===== config.mk =====
export PLATFORM = sky130hd
export DESIGN_NAME = dmem_arbiter
export DESIGN_NICKNAME = d
export VERILOG_FILES = /design/src/rtl/dmem_pkg.sv /design/src/rtl/dmem_rr_pick.sv /design/src/rtl/dmem_arbiter.sv
export SDC_FILE = /design/constraint.sdc
export NUM_CORES = 1
export LEC_CHECK = 0
export ABC_AREA = 0
export ABC_CLOCK_PERIOD_IN_PS = 2350
export BUFFER_PORTS_ARGS = -buffer_cell sky130_fd_sc_hd__buf_2
export CAP_MARGIN = 0
export CORE_MARGIN = 4
export CORE_UTILIZATION = 30
export CTS_BUF_LIST = sky130_fd_sc_hd__clkbuf_8
export DETAILED_ROUTE_END_ITERATION = 8
export PLACE_DENSITY = 0.69
export SYNTH_ARGS = -nofsm -noshare
export SYNTH_HDL_FRONTEND = slang
export SYNTH_HIERARCHICAL = 1
export SYNTH_SLANG_ARGS = --single-unit

===== constraint.sdc =====
create_clock -name clock -period 2.35 [get_ports clock]
set_clock_uncertainty 0.1 [all_clocks]
set_input_delay 0.47 -clock clock [delete_from_list [all_inputs] [get_ports clock]]
set_output_delay 0.47 -clock clock [all_outputs]
set_load 0.05 [all_outputs]

===== src/rtl/dmem_pkg.sv =====
// Shared constants, FSM encoding and address check for the data-memory arbiter.
package dmem_pkg;

    localparam int unsigned ADDR_W     = 32;
    localparam int unsigned DATA_W     = 32;
    localparam int unsigned NREQ       = 2;

    localparam logic [31:0] DMEM_BASE  = 32'h0000_2000;
    localparam int unsigned DMEM_DEPTH = 512;

    localparam int unsigned REQ_CPU    = 0;
    localparam int unsigned REQ_DBG    = 1;

    typedef logic [1:0] state_t;
    localparam state_t ST_IDLE   = 2'd0;
    localparam state_t ST_ACCESS = 2'd1;
    localparam state_t ST_RESP   = 2'd2;

    // Word-aligned and inside [base, base + 4*depth); 33-bit so the top bound never wraps.
    function automatic logic addr_legal(input logic [31:0] a,
                                        input logic [31:0] base,
                                        input int unsigned depth);
        logic [32:0] w_av;
        logic [32:0] w_lo;
        logic [32:0] w_hi;
        w_av = {1'b0, a};
        w_lo = {1'b0, base};
        w_hi = w_lo + (33'(depth) << 2);
        return (a[1:0] == 2'b00) && (w_av >= w_lo) && (w_av < w_hi);
    endfunction

endpackage


===== src/rtl/dmem_rr_pick.sv =====
// Two-way picker: fixed priority to requester 0 or round-robin via a one-bit pointer.
module dmem_rr_pick #(
    parameter bit FIXED_PRI = 1'b0
) (
    input  logic [1:0] i_req,
    input  logic       i_ptr,
    output logic [1:0] o_gnt,
    output logic       o_ptr_nxt
);

    // One-hot winner; the pointer moves to whoever lost.
    always_comb begin
        o_gnt     = 2'b00;
        o_ptr_nxt = i_ptr;
        if (i_req == 2'b11) begin
            if (FIXED_PRI || !i_ptr) o_gnt = 2'b01;
            else                     o_gnt = 2'b10;
        end else begin
            o_gnt = i_req;
        end
        if (o_gnt[0])      o_ptr_nxt = 1'b1;
        else if (o_gnt[1]) o_ptr_nxt = 1'b0;
    end

endmodule


===== src/rtl/dmem_arbiter.sv =====
// Shares the single-port data memory between the CPU (req 0) and debug port (req 1).
module dmem_arbiter
    import dmem_pkg::*;
#(
    parameter logic [31:0] BASE_ADDR = DMEM_BASE,
    parameter int unsigned DEPTH     = DMEM_DEPTH,
    parameter bit          FIXED_PRI = 1'b0
) (
    input  logic              clock,
    input  logic              reset_n,
    input  logic [NREQ-1:0]   req,
    input  logic [NREQ-1:0]   we,
    input  logic [ADDR_W-1:0] addr0,
    input  logic [ADDR_W-1:0] addr1,
    input  logic [DATA_W-1:0] wdata0,
    input  logic [DATA_W-1:0] wdata1,
    output logic [NREQ-1:0]   gnt,
    output logic [NREQ-1:0]   rsp_valid,
    output logic              rsp_err,
    output logic [DATA_W-1:0] rsp_rdata,
    output logic              mem_MemWrite,
    output logic              mem_MemRead,
    output logic [ADDR_W-1:0] mem_Addr,
    output logic [DATA_W-1:0] mem_Wdata,
    input  logic [DATA_W-1:0] mem_Rdata
);

    state_t              r_state;
    state_t              w_state_nxt;
    logic                w_take;

    logic                r_ptr;
    logic                w_ptr_nxt;
    logic [1:0]          w_pick;

    logic                r_owner;
    logic                r_we;
    logic                r_err;

    logic [ADDR_W-1:0]   r_mem_addr;
    logic [DATA_W-1:0]   r_mem_wdata;
    logic                r_mem_write;
    logic                r_mem_read;
    logic [NREQ-1:0]     r_rsp_valid;
    logic                r_rsp_err;
    logic [DATA_W-1:0]   r_rsp_rdata;

    logic                w_sel_we;
    logic [ADDR_W-1:0]   w_sel_addr;
    logic [DATA_W-1:0]   w_sel_wdata;
    logic                w_legal;

    dmem_rr_pick #(
        .FIXED_PRI (FIXED_PRI)
    ) u_pick (
        .i_req     (req),
        .i_ptr     (r_ptr),
        .o_gnt     (w_pick),
        .o_ptr_nxt (w_ptr_nxt)
    );

    // Fields of the winning requester and their legality.
    always_comb begin
        w_sel_we    = w_pick[1] ? we[1]  : we[0];
        w_sel_addr  = w_pick[1] ? addr1  : addr0;
        w_sel_wdata = w_pick[1] ? wdata1 : wdata0;
        w_legal     = addr_legal(w_sel_addr, BASE_ADDR, DEPTH);
    end

    // FSM state register.
    always_ff @(posedge clock or negedge reset_n) begin
        if (!reset_n) r_state <= ST_IDLE;
        else          r_state <= w_state_nxt;
    end

    // Next state; w_take marks the accepting IDLE cycle.
    always_comb begin
        w_state_nxt = r_state;
        w_take      = 1'b0;
        case (r_state)
            ST_IDLE: begin
                if (|req) begin
                    w_take      = 1'b1;
                    w_state_nxt = ST_ACCESS;
                end
            end
            ST_ACCESS: w_state_nxt = ST_RESP;
            ST_RESP:   w_state_nxt = ST_IDLE;
            default:   w_state_nxt = ST_IDLE;
        endcase
    end

    // Grant is combinational in the accepting cycle and forced low while in reset.
    assign gnt = (w_take && reset_n) ? w_pick : 2'b00;

    // Latch the request, drive strobes for one ACCESS cycle, then one response cycle.
    always_ff @(posedge clock or negedge reset_n) begin
        if (!reset_n) begin
            r_ptr       <= 1'b0;
            r_owner     <= 1'b0;
            r_we        <= 1'b0;
            r_err       <= 1'b0;
            r_mem_addr  <= '0;
            r_mem_wdata <= '0;
            r_mem_write <= 1'b0;
            r_mem_read  <= 1'b0;
            r_rsp_valid <= '0;
            r_rsp_err   <= 1'b0;
            r_rsp_rdata <= '0;
        end else begin
            r_mem_write <= 1'b0;
            r_mem_read  <= 1'b0;
            r_rsp_valid <= '0;
            r_rsp_err   <= 1'b0;
            r_rsp_rdata <= '0;
            if (w_take) begin
                r_ptr   <= w_ptr_nxt;
                r_owner <= w_pick[1];
                r_we    <= w_sel_we;
                r_err   <= !w_legal;
                if (w_legal) begin
                    r_mem_addr  <= w_sel_addr;
                    r_mem_wdata <= w_sel_wdata;
                    r_mem_write <= w_sel_we;
                    r_mem_read  <= !w_sel_we;
                end
            end
            if (r_state == ST_ACCESS) begin
                r_rsp_valid <= r_owner ? 2'b10 : 2'b01;
                r_rsp_err   <= r_err;
                if (!r_err && !r_we) r_rsp_rdata <= mem_Rdata;
            end
        end
    end

    assign rsp_valid    = r_rsp_valid;
    assign rsp_err      = r_rsp_err;
    assign rsp_rdata    = r_rsp_rdata;
    assign mem_MemWrite = r_mem_write;
    assign mem_MemRead  = r_mem_read;
    assign mem_Addr     = r_mem_addr;
    assign mem_Wdata    = r_mem_wdata;

endmodule


==> metrics <==
run status=completed; Worst setup SP type=flip-flop; H-tree levels=3; Ys Warns=6; number of global-route vias before repair=3625; Core Region=14040 um2; first-pass GRT wire length=18060 um; Post-Synth XOR/XNOR Area=0%; Mapped Avg Cell Area=14.33 um2; DP HPWL=9670 um; P&R area growth vs syn=45.92%; Min Hold Slack=43.52 ps; top post-synthesis cells by area=dfrtp_1 (62%), mux2_2 (18%), and2_1 (8.2%), mux2_4 (4.8%), nor4_1 (1.0%); post-route DRC violation count=0; main combinational cell family by area after synthesis=multiplexers; Simple-Gate Fraction of Synth Area=12.19%; CTS Buf Count=9; Yosys reg bits=107; Fmax achieved=442.6 MHz; Sw Pwr=0.0009867 W; filler instances=1320; DR iter-0 viols=101; GRT overflow=0; Crit Path Class=reg -> reg; multi-input logic area=1617 um2; # diodes=0; Max-slew headroom=66.10%; row cnt=43; Worst Tran Pin Value=508.5 ps; clk root buf=clkbuf_8; Nets=755; Initial Utilization=30.93%; clock tree buffer depth=2; cell area after synthesis=4343 um2; Sw Share=26.02%; per-cell routed wire length=15.84 um; Mapped Cells=303; CTS tree=built; WL final=12240 um; Final setup viols=0; Int Power=0.002806 W; Worst Setup Slack post-DPL=-150.1 ps; I/O pin cnt=269; clock share of power=30.2%; Worst VDD drop=0.2963 mV; minimum clock period after layout=2259 ps; ANT nets after route=0; Synth cell types=27; power per cell area=598.4 nW/um2; Hold Crit Class=in -> async; Leakage=3.697 nW; Slew Viols, Final=0; IO Port Bufs=268; fraction of layout cells with a size suffix above 1=66.44%; total number of vias=3395; Sink Count=107; Clock transition at path regs=90 ps; Yosys top cell area share=61.65%; crit-path max FO=8; DR vias/cell=4.392; mux cell area share after synthesis=23.22%; Reg power frac=51.2%; post-synthesis sequential area ratio=61.65%; Gate power share=18.6%; largest area contributor in the netlist=dfrtp_1; CP arrival=2420 ps; crit share post-route=96.14%; RSZ-0062 raised after global routing=no; most frequent cells in the layout=buf_2 (267), dfrtp_1 (107), mux2_2 (70); CTS Hold Bufs=0; die height=128.3 um; die area=16460 um2; Tot GR Track Use=14.17%; compound-cell area share of the yosys netlist=0.9507%; Syn Nets=469; WP data required=2510 ps; GP Congestion=0.7649; register area=2678 um2; post-synthesis adder-cell area fraction=0%; Pre-Repair DR Iteration Count=4; largest net degree at the start of global routing=42; final hold violations=0; commonest non-fill, non-tap cell in the layout=buf_2; worst-skew pair later-pin latency=370 ps; antenna violations before repair=0; die width=128.3 um; Total Power=0.003792 W; Max Cap Viol=0; worst setup margin=90.63 ps; nature of the critical path endpoint=flip-flop
-- cell type report --
type	count	share of cell area, %
clock buffers	11	2.389
clock inverters	4	0.7897
inverters	3	0.1777
multi-input cells	178	25.51
flip-flops and latches	107	42.25
well taps	180	3.554
repair buffers	290	25.33
-- logic make-up (layout without fill, tap and decap cells) --
kind of cell,Yosys count,after routing
flops,107,107
simple gates,86,86
buf+inv,18,308
compound gates,7,7
mux,85,85
-- metal layers --
layer | vias up | part of all wire [%] | global-route usage, %
met2 | 173 | 52 | 24.85
met3 | 11 | 11 | 5.625
li1 | 1612 | - | -
met4 | 0 | 0.87 | 4.370
met1 | 1599 | 36 | 15.79
met5 | - | 0 | 0
-- cells in the mapped netlist, drive strengths merged --
library cell,n
a21boi,1
and2,57
mux2,84
o21ai,3
nor4b,1
mux2i,1
or4b,1
nand3,2
nor2,6
nor3,2
o21a,1
nor4,7
buf,7
and3,2
clkbuf,8
or4,2
nand4,2
inv,3
a21oi,1
dfrtp,107
nand2b,3
o22ai,1
nand2,1
-- sequential cells by signal, indices dropped and copies added, names as in the netlist, 2 cells and up --
name	cells
mem_Wdata	32
mem_Addr	32
rsp_valid	2
rsp_rdata	32
r_state	2
-- final timing paths --
kind	cells past startpoint	endpoint	start	slack (ps)
max in group asynchronous	2	mem_Wdata[8]	reset_n	1690
min	2	mem_Wdata[26]	reset_n	40
max	8	mem_Wdata[2]	r_ptr	90
min reg2reg	1	rsp_valid[0]	r_owner	360
min in group clock	2	rsp_rdata[14]	mem_Rdata[14]	200
max reg2reg	8	mem_Wdata[2]	r_ptr	90
-- stage by stage --
step / area (um2) / cells / utilization [%] / TNS (ps)
after floorplan: 4354 / 303 / - / 0
after global placement: 5983 / 751 / 42.61 / -4837
after detailed placement: 5983 / 751 / 42.61 / -7315
after CTS: 6191 / 766 / 44.09 / -1872
after global routing: 6337 / 773 / 45.13 / 0
final: 6337 / 773 / 45.13 / 0
-- power groups by stage --
stage / Sequential, W / Clock, W / Combinational [W]
global route: 0.00195 / 0.00127 / 0.000777
floorplan: 0.00204 / 0 / 0.000295
global placement: 0.00197 / 0 / 0.000643
finish: 0.00194 / 0.00114 / 0.000707
CTS: 0.00194 / 0.00120 / 0.000661
detailed placement: 0.00197 / 0 / 0.000653
-- critical path, stage by stage (launching register included) --
cell,delay (ps)
dfrtp_1,380
nand2b_4,140
and2_4,150
or4b_1,430
o22ai_1,170
nand4_1,130
buf_6,180
clkbuf_16,180
mux2_4,290
-- timing repair --
item                                    in CTS  in global routing
buffers inserted                             0                  5
endpoints found under the setup margin      55                 68
gates cloned                                 0                  2
gates resized for setup                      1                 13
pin swaps                                    0                  5
hold endpoints to repair                     0                  0
Power figures use the tool's default switching activity.
